==> src/rtl/instr_sequencer.sv <==
`default_nettype none
// ============================================================================
// Module   : instr_sequencer
// Purpose  : Automated instruction source for the Control block. Holds a
//            small program memory loaded while idle and, on start, steps each
//            word through the IF -> ID -> EX person handshake with a fixed
//            dwell per phase, then raises a sticky done flag.
// Options  : SEQ_HALT_WORD_EN - opcode 6'b111111 ends the run before the
//            word is presented.
// Revision : 1.0 - initial release
// ============================================================================
module instr_sequencer #(
   parameter int ADDR_W = 4,
   parameter int DWELL  = 4
) (
   input  logic              CLK,
   input  logic              rst,
   input  logic              load_en,
   input  logic [ADDR_W-1:0] load_addr,
   input  logic [15:0]       load_data,
   input  logic [ADDR_W:0]   prog_len,
   input  logic              start,
   input  logic              abort,
   output logic [15:0]       instruction,
   output logic [1:0]        person,
   output logic [ADDR_W-1:0] pc,
   output logic [ADDR_W:0]   retired,
   output logic              busy,
   output logic              done
);

   localparam int                c_DEPTH      = 1 << ADDR_W;
   localparam logic [7:0]        c_DWELL_LOAD = 8'(DWELL - 1);
   localparam logic [ADDR_W:0]   c_DEPTH_LEN  = (ADDR_W + 1)'(c_DEPTH);
   localparam logic [1:0]        c_P_FETCH    = 2'b00;
   localparam logic [1:0]        c_P_DECODE   = 2'b01;
   localparam logic [1:0]        c_P_EXEC     = 2'b10;
   localparam logic [5:0]        c_HALT_OP    = 6'b111111;

   typedef enum logic [1:0] {
      S_IDLE   = 2'd0,
      S_FETCH  = 2'd1,
      S_DECODE = 2'd2,
      S_EXEC   = 2'd3
   } state_t;

   // Program memory: deliberately outside the reset domain so a reset
   // mid-run leaves the loaded program intact.
   logic [15:0]       r_mem [0:c_DEPTH-1];

   state_t            r_state,  w_state_n;
   logic [7:0]        r_dwell,  w_dwell_n;
   logic [ADDR_W:0]   r_len,    w_len_n;
   logic [15:0]       r_instr,  w_instr_n;
   logic [1:0]        r_person, w_person_n;
   logic [ADDR_W-1:0] r_pc,     w_pc_n;
   logic [ADDR_W:0]   r_ret,    w_ret_n;
   logic              r_busy,   w_busy_n;
   logic              r_done,   w_done_n;
   logic              w_mem_we;

   logic [ADDR_W-1:0] w_pc_inc;
   logic [ADDR_W:0]   w_pc_inc_ext;
   logic [15:0]       w_next_word;
   logic [ADDR_W:0]   w_len_clamped;
   logic              w_halt_first;
   logic              w_halt_next;

   assign w_pc_inc      = r_pc + ADDR_W'(1);
   assign w_pc_inc_ext  = {1'b0, r_pc} + (ADDR_W + 1)'(1);
   assign w_next_word   = r_mem[w_pc_inc];
   // A length beyond the memory depth would never match pc+1; cap it so
   // such a run still terminates after the last word.
   assign w_len_clamped = (prog_len > c_DEPTH_LEN) ? c_DEPTH_LEN : prog_len;

`ifdef SEQ_HALT_WORD_EN
   assign w_halt_first = (r_mem[0][15:10] == c_HALT_OP);
   assign w_halt_next  = (w_next_word[15:10] == c_HALT_OP);
`else
   assign w_halt_first = 1'b0;
   assign w_halt_next  = 1'b0;
`endif

   // Next-state and next-output decode; everything holds unless a case moves it.
   always_comb begin
      w_state_n  = r_state;
      w_dwell_n  = r_dwell;
      w_len_n    = r_len;
      w_instr_n  = r_instr;
      w_person_n = r_person;
      w_pc_n     = r_pc;
      w_ret_n    = r_ret;
      w_busy_n   = r_busy;
      w_done_n   = r_done;
      w_mem_we   = 1'b0;

      if (abort) begin
         w_state_n  = S_IDLE;
         w_person_n = c_P_FETCH;
         w_busy_n   = 1'b0;
      end else begin
         unique case (r_state)
            S_IDLE: begin
               if (load_en) begin
                  w_mem_we = 1'b1;
               end else if (start) begin
                  if (prog_len == '0) begin
                     w_done_n = 1'b1;
                  end else if (w_halt_first) begin
                     // Run ends before anything is presented.
                     w_pc_n     = '0;
                     w_ret_n    = '0;
                     w_done_n   = 1'b1;
                     w_person_n = c_P_FETCH;
                  end else begin
                     w_len_n    = w_len_clamped;
                     w_pc_n     = '0;
                     w_ret_n    = '0;
                     w_done_n   = 1'b0;
                     w_busy_n   = 1'b1;
                     w_instr_n  = r_mem[0];
                     w_person_n = c_P_FETCH;
                     w_dwell_n  = c_DWELL_LOAD;
                     w_state_n  = S_FETCH;
                  end
               end
            end

            S_FETCH: begin
               if (r_dwell == 8'd0) begin
                  w_state_n  = S_DECODE;
                  w_person_n = c_P_DECODE;
                  w_dwell_n  = c_DWELL_LOAD;
               end else begin
                  w_dwell_n = r_dwell - 8'd1;
               end
            end

            S_DECODE: begin
               if (r_dwell == 8'd0) begin
                  w_state_n  = S_EXEC;
                  w_person_n = c_P_EXEC;
                  w_dwell_n  = c_DWELL_LOAD;
               end else begin
                  w_dwell_n = r_dwell - 8'd1;
               end
            end

            S_EXEC: begin
               if (r_dwell == 8'd0) begin
                  w_ret_n    = r_ret + (ADDR_W + 1)'(1);
                  w_person_n = c_P_FETCH;
                  if ((w_pc_inc_ext == r_len) || w_halt_next) begin
                     w_state_n = S_IDLE;
                     w_busy_n  = 1'b0;
                     w_done_n  = 1'b1;
                  end else begin
                     w_pc_n    = w_pc_inc;
                     w_instr_n = w_next_word;
                     w_dwell_n = c_DWELL_LOAD;
                     w_state_n = S_FETCH;
                  end
               end else begin
                  w_dwell_n = r_dwell - 8'd1;
               end
            end

            default: begin
               w_state_n = S_IDLE;
            end
         endcase
      end
   end

   // State and output registers with asynchronous active-low reset.
   always_ff @(posedge CLK or negedge rst) begin
      if (!rst) begin
         r_state  <= S_IDLE;
         r_dwell  <= '0;
         r_len    <= '0;
         r_instr  <= '0;
         r_person <= c_P_FETCH;
         r_pc     <= '0;
         r_ret    <= '0;
         r_busy   <= 1'b0;
         r_done   <= 1'b0;
      end else begin
         r_state  <= w_state_n;
         r_dwell  <= w_dwell_n;
         r_len    <= w_len_n;
         r_instr  <= w_instr_n;
         r_person <= w_person_n;
         r_pc     <= w_pc_n;
         r_ret    <= w_ret_n;
         r_busy   <= w_busy_n;
         r_done   <= w_done_n;
      end
   end

   // Program memory write port, only enabled from IDLE.
   always_ff @(posedge CLK) begin
      if (w_mem_we) begin
         r_mem[load_addr] <= load_data;
      end
   end

   assign instruction = r_instr;
   assign person      = r_person;
   assign pc          = r_pc;
   assign retired     = r_ret;
   assign busy        = r_busy;
   assign done        = r_done;

endmodule
`default_nettype wire

==> config.mk <==
export PLATFORM = sky130hd
export DESIGN_NAME = instr_sequencer
export DESIGN_NICKNAME = d
export VERILOG_FILES = /design/src/rtl/instr_sequencer.sv
export SDC_FILE = /design/constraint.sdc
export NUM_CORES = 1
export LEC_CHECK = 0
export ABC_AREA = 1
export ABC_CLOCK_PERIOD_IN_PS = 6100
export CORE_MARGIN = 5
export CORE_UTILIZATION = 30
export DETAILED_ROUTE_END_ITERATION = 8
export PLACE_DENSITY_LB_ADDON = 0.2
export SLEW_MARGIN = 10
export SYNTH_ARGS = -nofsm -noshare
export SYNTH_HDL_FRONTEND = slang
export SYNTH_SLANG_ARGS = --single-unit
==> constraint.sdc <==
create_clock -name CLK -period 6.1 [get_ports CLK]
set_input_delay 0.61 -clock CLK [delete_from_list [all_inputs] [get_ports CLK]]
set_output_delay 0.61 -clock CLK [all_outputs]
set_load 0.005 [all_outputs]
==> results.md, run 1 <==
- Top-level I/O count: 59
- Unrepaired setup endpoints after global routing: no
- Pin count of the biggest net entering global routing: 89
- Synth Warn #: 0
- Crit start category: flop
- Cell taking the most area after synthesis: edfxtp_1
- Crit path kind: reg2reg
- Core footprint: 41760 um^2
- Leading cell type in the layout, fill and taps excluded: edfxtp_1
- Worst slew pin tran: 1.003 ns
- Share of layout cells above drive strength 1: 7.508%
- Slew headroom: 33.03%
- Vias: 8515
- Synth-to-Final Area Change: 18.14%
- Slowest stage delay, CP: 0.92 ns
- Final Cycle Share: 56.60%
- Max Slew Vio Count: 0
- Delay-heaviest family, CP: simple AND/OR/NAND/NOR gates
- Final Util: 35.70%
- Distinct cell type count after synthesis: 32
- Total GRT Usage: 14.68%
- Placed cells: 1687
- CP max stage cell: dfrtp_4
- Avg Inst Size Synth: 11.22 um^2
- Die area: 46260 um^2
- Post-layout min period: 3.453 ns
- DRT iter0 DRCs: 738
- Initial antenna violation count: 2
- CTS buffer count: 35
- H-tree levels: 2
- Outcome: finished clean
- Setup TNS: 0 ns
- Clock root buffer: clkbuf_16
- Cts-stage hold buffer count: 0
- Final wirelength: 34.32 mm
- Pwr Density: 356.5 nW/um^2
- Final HPWL DP: 19.84 mm
- Finished Layout Cells: 1751
- Achievable frequency: 0.2896 GHz
- First-pass GRT wire length: 52.96 mm
- Most numerous cell on the critical path: nand2_1
- CTS tree: done
- GRT overflow: 0
- Final Hold Fails: 0
- Hold WS: 0.2007 ns
- CTS Buffer Depth: 3
- Global placement routability congestion: 0.7842
- Starting Density: 30.22%
- Worst Setup End Kind: flop
- Synthesized flop and latch total: 300
- # nets final: 1224
- Clock transition at path regs: 0.06 ns
- Post-synth net total: 1164
- Finish-stage setup viols: 0
- Syn Inst Count: 1125
- Clock skew: 0.02058 ns
- Vias in the first global route: 8391
- Crit-path cells: nand4_1, nand2_2, clkinv_1, nand3_1, nand2_1, nand2_1, nand2_1, nand2_1, nand2_1
- WP data required: 6.50 ns
- Synth top area cells: edfxtp_1 (61%), dfrtp_1 (8.7%), nor2_1 (7.3%)
- Number of routed nets with antenna violations: 0
- Max VDD drop: 165.2 uV
- DR vias/cell: 4.863
- Chip height: 215.1 um
- Synth Cell Area: 12620 um^2
- Register area share after synthesis: 69.65%
- Max_cap viols: 0
- DR WL/cell: 19.60 um
- Data arrival, critical path: 3.86 ns
- Clock sinks: 300
- Lkg Pwr: 0.005337 uW
- Postcts setup bufs: 0
- Clk_lat worst skew: 0.52 ns
- DR pass1 iterations: 5
- Yosys top cell area share: 60.92%
- Row cnt: 75
- Number of diodes: 0
- HP Class: in2async
- Most frequent cells in the layout: edfxtp_1 (256), nor2_1 (247), nand2_1 (176), o21ai_0 (141), nand3_1 (68)
- Buf/Inv on CP: 1
- Critical path peak fanout: 66
- Die extent in x: 215.1 um
- IO buf count: 58
- DRC: 0
- Post-CTS sizing: 0
## per-layer routing
layer / up-vias / global-route usage [%] / part of all wire [%]
met5: - / 0 / 0.020
met4: 2 / 3.115 / 1.5
met3: 39 / 3.068 / 5.9
met2: 223 / 22.46 / 44
met1: 4188 / 21.69 / 48
li1: 4063 / - / -
## report_power, final
part	leakage (uW)	internal (uW)	switching (uW)	total, uW
combinational	0.00191	305	496	801
sequential	0.00287	2340	106	2450
clock	0.000548	1240	824	2060
## per-stage QoR
step	setup slack, ns	instance area, um^2	total power [uW]
3_5_place_dp	2.594	13770	3308
6_report	2.647	14910	5315
3_3_place_gp	2.650	13770	3310
5_1_grt	2.316	14910	5588
4_1_cts	2.576	14910	5385
2_1_floorplan	3.849	12620	2939
## sequential cells by signal, summed over array words and instances, names as in the netlist
| name | cells |
|---|---|
| busy | 1 |
| done | 1 |
| instruction | 16 |
| pc | 4 |
| person | 2 |
| r_dwell | 8 |
| r_len | 5 |
| r_mem | 256 |
| r_state | 2 |
| retired | 5 |
## synth_stat cells
cell,n
buf_6,3
xor2_1,6
nand2_1,176
nand2_2,4
o21ai_0,141
a21oi_1,5
clkbuf_1,23
edfxtp_1,256
nand4_1,5
nor2_4,1
xnor2_1,2
a22o_1,2
buf_4,7
dfrtp_1,44
a22oi_1,1
nor3_1,2
buf_2,21
nor2_2,2
o21ai_1,2
inv_1,30
o22ai_1,2
clkbuf_2,1
buf_1,4
inv_2,5
nor2_1,247
nand3_1,68
nand2_4,2
clkinv_1,2
ha_1,9
o21ai_2,1
o211ai_1,48
o31ai_1,3
## worst paths after layout
path | cells past startpoint | start | to | slack [ns]
setup / recovery | 9 | pc[0] | instruction[9] | 2.65
hold / removal | 2 | rst | r_len[3] | 0.20
setup reg to reg | 9 | pc[0] | instruction[9] | 2.65
hold reg to reg | 2 | instruction[15] | instruction[15] | 0.48
max in group asynchronous | 2 | rst | pc[0] | 5.43
min in group CLK | 2 | instruction[15] | instruction[15] | 0.48
## layout make-up
type | count | area, um^2
Inverter | 37 | 140.1
Clock buffer | 46 | 958.4
Fill cell | 4074 | 26850
Multi-Input combinational cell | 729 | 3406
Clock inverter | 18 | 180.2
Timing Repair Buffer | 82 | 755.7
Tap cell | 539 | 674.4
Sequential cell | 300 | 8792
## logic make-up after synthesis
family / count (synthesis) / synth area share [%]
AO/OA/AOI/OAI: 205 / 9.271
XOR/XNOR: 8 / 0.5553
adder cells (fa/ha/maj): 9 / 0.8924
AND/OR/NAND/NOR: 507 / 16.17
flip-flops: 300 / 69.65
buffers and inverters: 96 / 3.461
## worst reg2reg max path, cell delays in order (launching register included)
cell and delay [ns]:
dfrtp_4 0.92, nand4_1 0.26, nand2_2 0.54, clkinv_1 0.88, nand3_1 0.36, nand2_1 0.07
nand2_1 0.06, nand2_1 0.11, nand2_1 0.08, nand2_1 0.06
No activity file was read; power rests on OpenSTA's default activity.
==> run 2, diff against run 1 <==
--- a/config.mk
+++ b/config.mk
@@ -6,7 +6,7 @@
 export NUM_CORES = 1
 export LEC_CHECK = 0
 export ABC_AREA = 1
-export ABC_CLOCK_PERIOD_IN_PS = 6100
+export ABC_CLOCK_PERIOD_IN_PS = 3550
 export CORE_MARGIN = 5
 export CORE_UTILIZATION = 30
 export DETAILED_ROUTE_END_ITERATION = 8
==> constraint.sdc (replaced) <==
create_clock -name CLK -period 3.55 [get_ports CLK]
set_input_delay 0.355 -clock CLK [delete_from_list [all_inputs] [get_ports CLK]]
set_output_delay 0.355 -clock CLK [all_outputs]
set_load 0.005 [all_outputs]
==> results.md, run 2 (synthesized netlist as in run 1, its figures left out) <==
- Pwr Density: 603.8 nW/um^2
- Origin of the worst setup path: pc[0]
- Pin count of the biggest net entering global routing: 114
- First-pass GRT wire length: 53.95 mm
- IO buf count: 58
- Critical path peak fanout: 85
- Delay-heaviest family, CP: buffers and inverters
- Post-CTS sizing: 0
- Finish-stage setup viols: 0
- Clk_lat worst skew: 0.53 ns
- Synth-to-Final Area Change: 18.20%
- Leading cell type in the layout, fill and taps excluded: edfxtp_1
- Max Slew Vio Count: 0
- Hold WS: -0.001894 ns
- Worst Setup End Kind: flop
- Clock skew: 0.01022 ns
- Vias: 8549
- GRT overflow: 0
- Max_cap viols: 0
- Largest register FFs: 256
- Postcts setup bufs: 0
- Crit start category: flop
- Max VDD drop: 281.0 uV
- Global placement routability congestion: 0.7997
- DR vias/cell: 4.871
- Setup TNS: 0 ns
- CP max stage cell: dfrtp_4
- Top-level I/O count: 59
- WP data required: 4.01 ns
- Final Hold Fails: 2
- Total GRT Usage: 15.35%
- Chip height: 215.1 um
- Slowest stage delay, CP: 0.59 ns
- Failing checks: hold timing
- Clock sinks: 300
- Starting Density: 30.22%
- Data arrival, critical path: 3.14 ns
- Pwr Total: 9005 uW
- Clock transition at path regs: 0.06 ns
- Unrepaired setup endpoints after global routing: no
- Clock root buffer: clkbuf_16
- Most numerous cell on the critical path: nand2_1
- Worst slew pin tran: 1.031 ns
- Most frequent cells in the layout: edfxtp_1 (256), nor2_1 (247), nand2_1 (176), o21ai_0 (141), nand3_1 (68)
- # fillers: 4094
- CTS tree: done
- Slew headroom: 31.25%
- Initial antenna violation count: 0
- CTS Buffer Depth: 3
- H-tree levels: 2
- Vias in the first global route: 8482
- Largest Register: r_mem
- Worst reg2reg path startpoint: pc[0]
- Row cnt: 75
- Buf/Inv on CP: 2
- HP Class: in2async
- DR pass1 iterations: 5
- DRC: 0
- Crit path kind: reg2reg
- Achievable frequency: 0.3727 GHz
- Outcome: finished with violations
- DRT iter0 DRCs: 767
- Post-layout min period: 2.683 ns
- Die area: 46260 um^2
- Cts-stage hold buffer count: 0
- # nets final: 1230
- Final HPWL DP: 22.16 mm
- Die extent in x: 215.1 um
- Core footprint: 41760 um^2
- Number of diodes: 0
- CTS buffer count: 36
- Share of layout cells above drive strength 1: 7.648%
- DR WL/cell: 20.47 um
- Lkg Pwr: 0.005350 uW
- Final Cycle Share: 75.58%
- Crit-path cells: buf_12, buf_4, nor2_1, nor2_1, o21ai_0, o211ai_1, nand3_1, nand2_1, nand2_1, nand2_1, nand2_1, nand2_1
- Final wirelength: 35.93 mm
- Number of routed nets with antenna violations: 0
run 2: cell type report:
cell class	count	area (um^2)	area share, %
flip-flops and latches	300	8792	58.95
multi-input cells	729	3406	22.84
clock buffers	48	967.2	6.485
repair buffers	87	830.8	5.570
well taps	539	674.4	4.522
inverters	37	140.1	0.9396
clock inverters	15	103.9	0.6963
run 2: layer usage:
layer  global-route usage, %  vias to the layer above  share of wire, %
li1                        -                     4058                 -
met2                   24.71                      226                46
met4                   3.990                        0               2.4
met3                   3.026                       58               5.0
met1                   21.47                     4207                46
met5                       0                        -                 0
run 2: power breakdown:
group	leakage, uW	switching [uW]	internal, uW	total [uW]
clock	0.000526	1420	1990	3410
combinational	0.00195	891	538	1430
sequential	0.00287	139	4030	4170
total	0.00535	2450	6560	9000
run 2: worst reg2reg max path, cell delays in order, from the launching register on:
cell      delay [ns]
dfrtp_4         0.59
buf_12          0.37
buf_4           0.51
nor2_1          0.10
nor2_1          0.09
o21ai_0         0.21
o211ai_1        0.20
nand3_1         0.18
nand2_1         0.10
nand2_1         0.06
nand2_1         0.09
nand2_1         0.05
nand2_1         0.07
run 2: metrics by stage:
step | util [%] | std cells | hold slack, ns | instance area (um^2) | setup WS, ns
5_1_grt | 35.72 | 1755 | 0.09236 | 14910 | 0.5197
2_1_floorplan | - | 1125 | 0.05941 | 12620 | 1.299
3_5_place_dp | 33.15 | 1692 | 0.4812 | 13840 | 0.8148
3_3_place_gp | 33.15 | 1692 | 0.4779 | 13840 | 0.8122
6_report | 35.72 | 1755 | -0.001894 | 14910 | 0.8669
4_1_cts | 35.72 | 1755 | 0.02557 | 14910 | 0.8196
run 2: final timing paths:
kind                                    to  slack (ns)  cells past startpoint
max                         instruction[0]        0.87                     12
min                               r_len[0]      -0.002                      1
max reg2reg                 instruction[0]        0.87                     12
min reg2reg                instruction[10]        0.49                      2
max in group asynchronous            pc[0]        2.79                      1
min in group CLK                  r_len[3]        0.44                      3
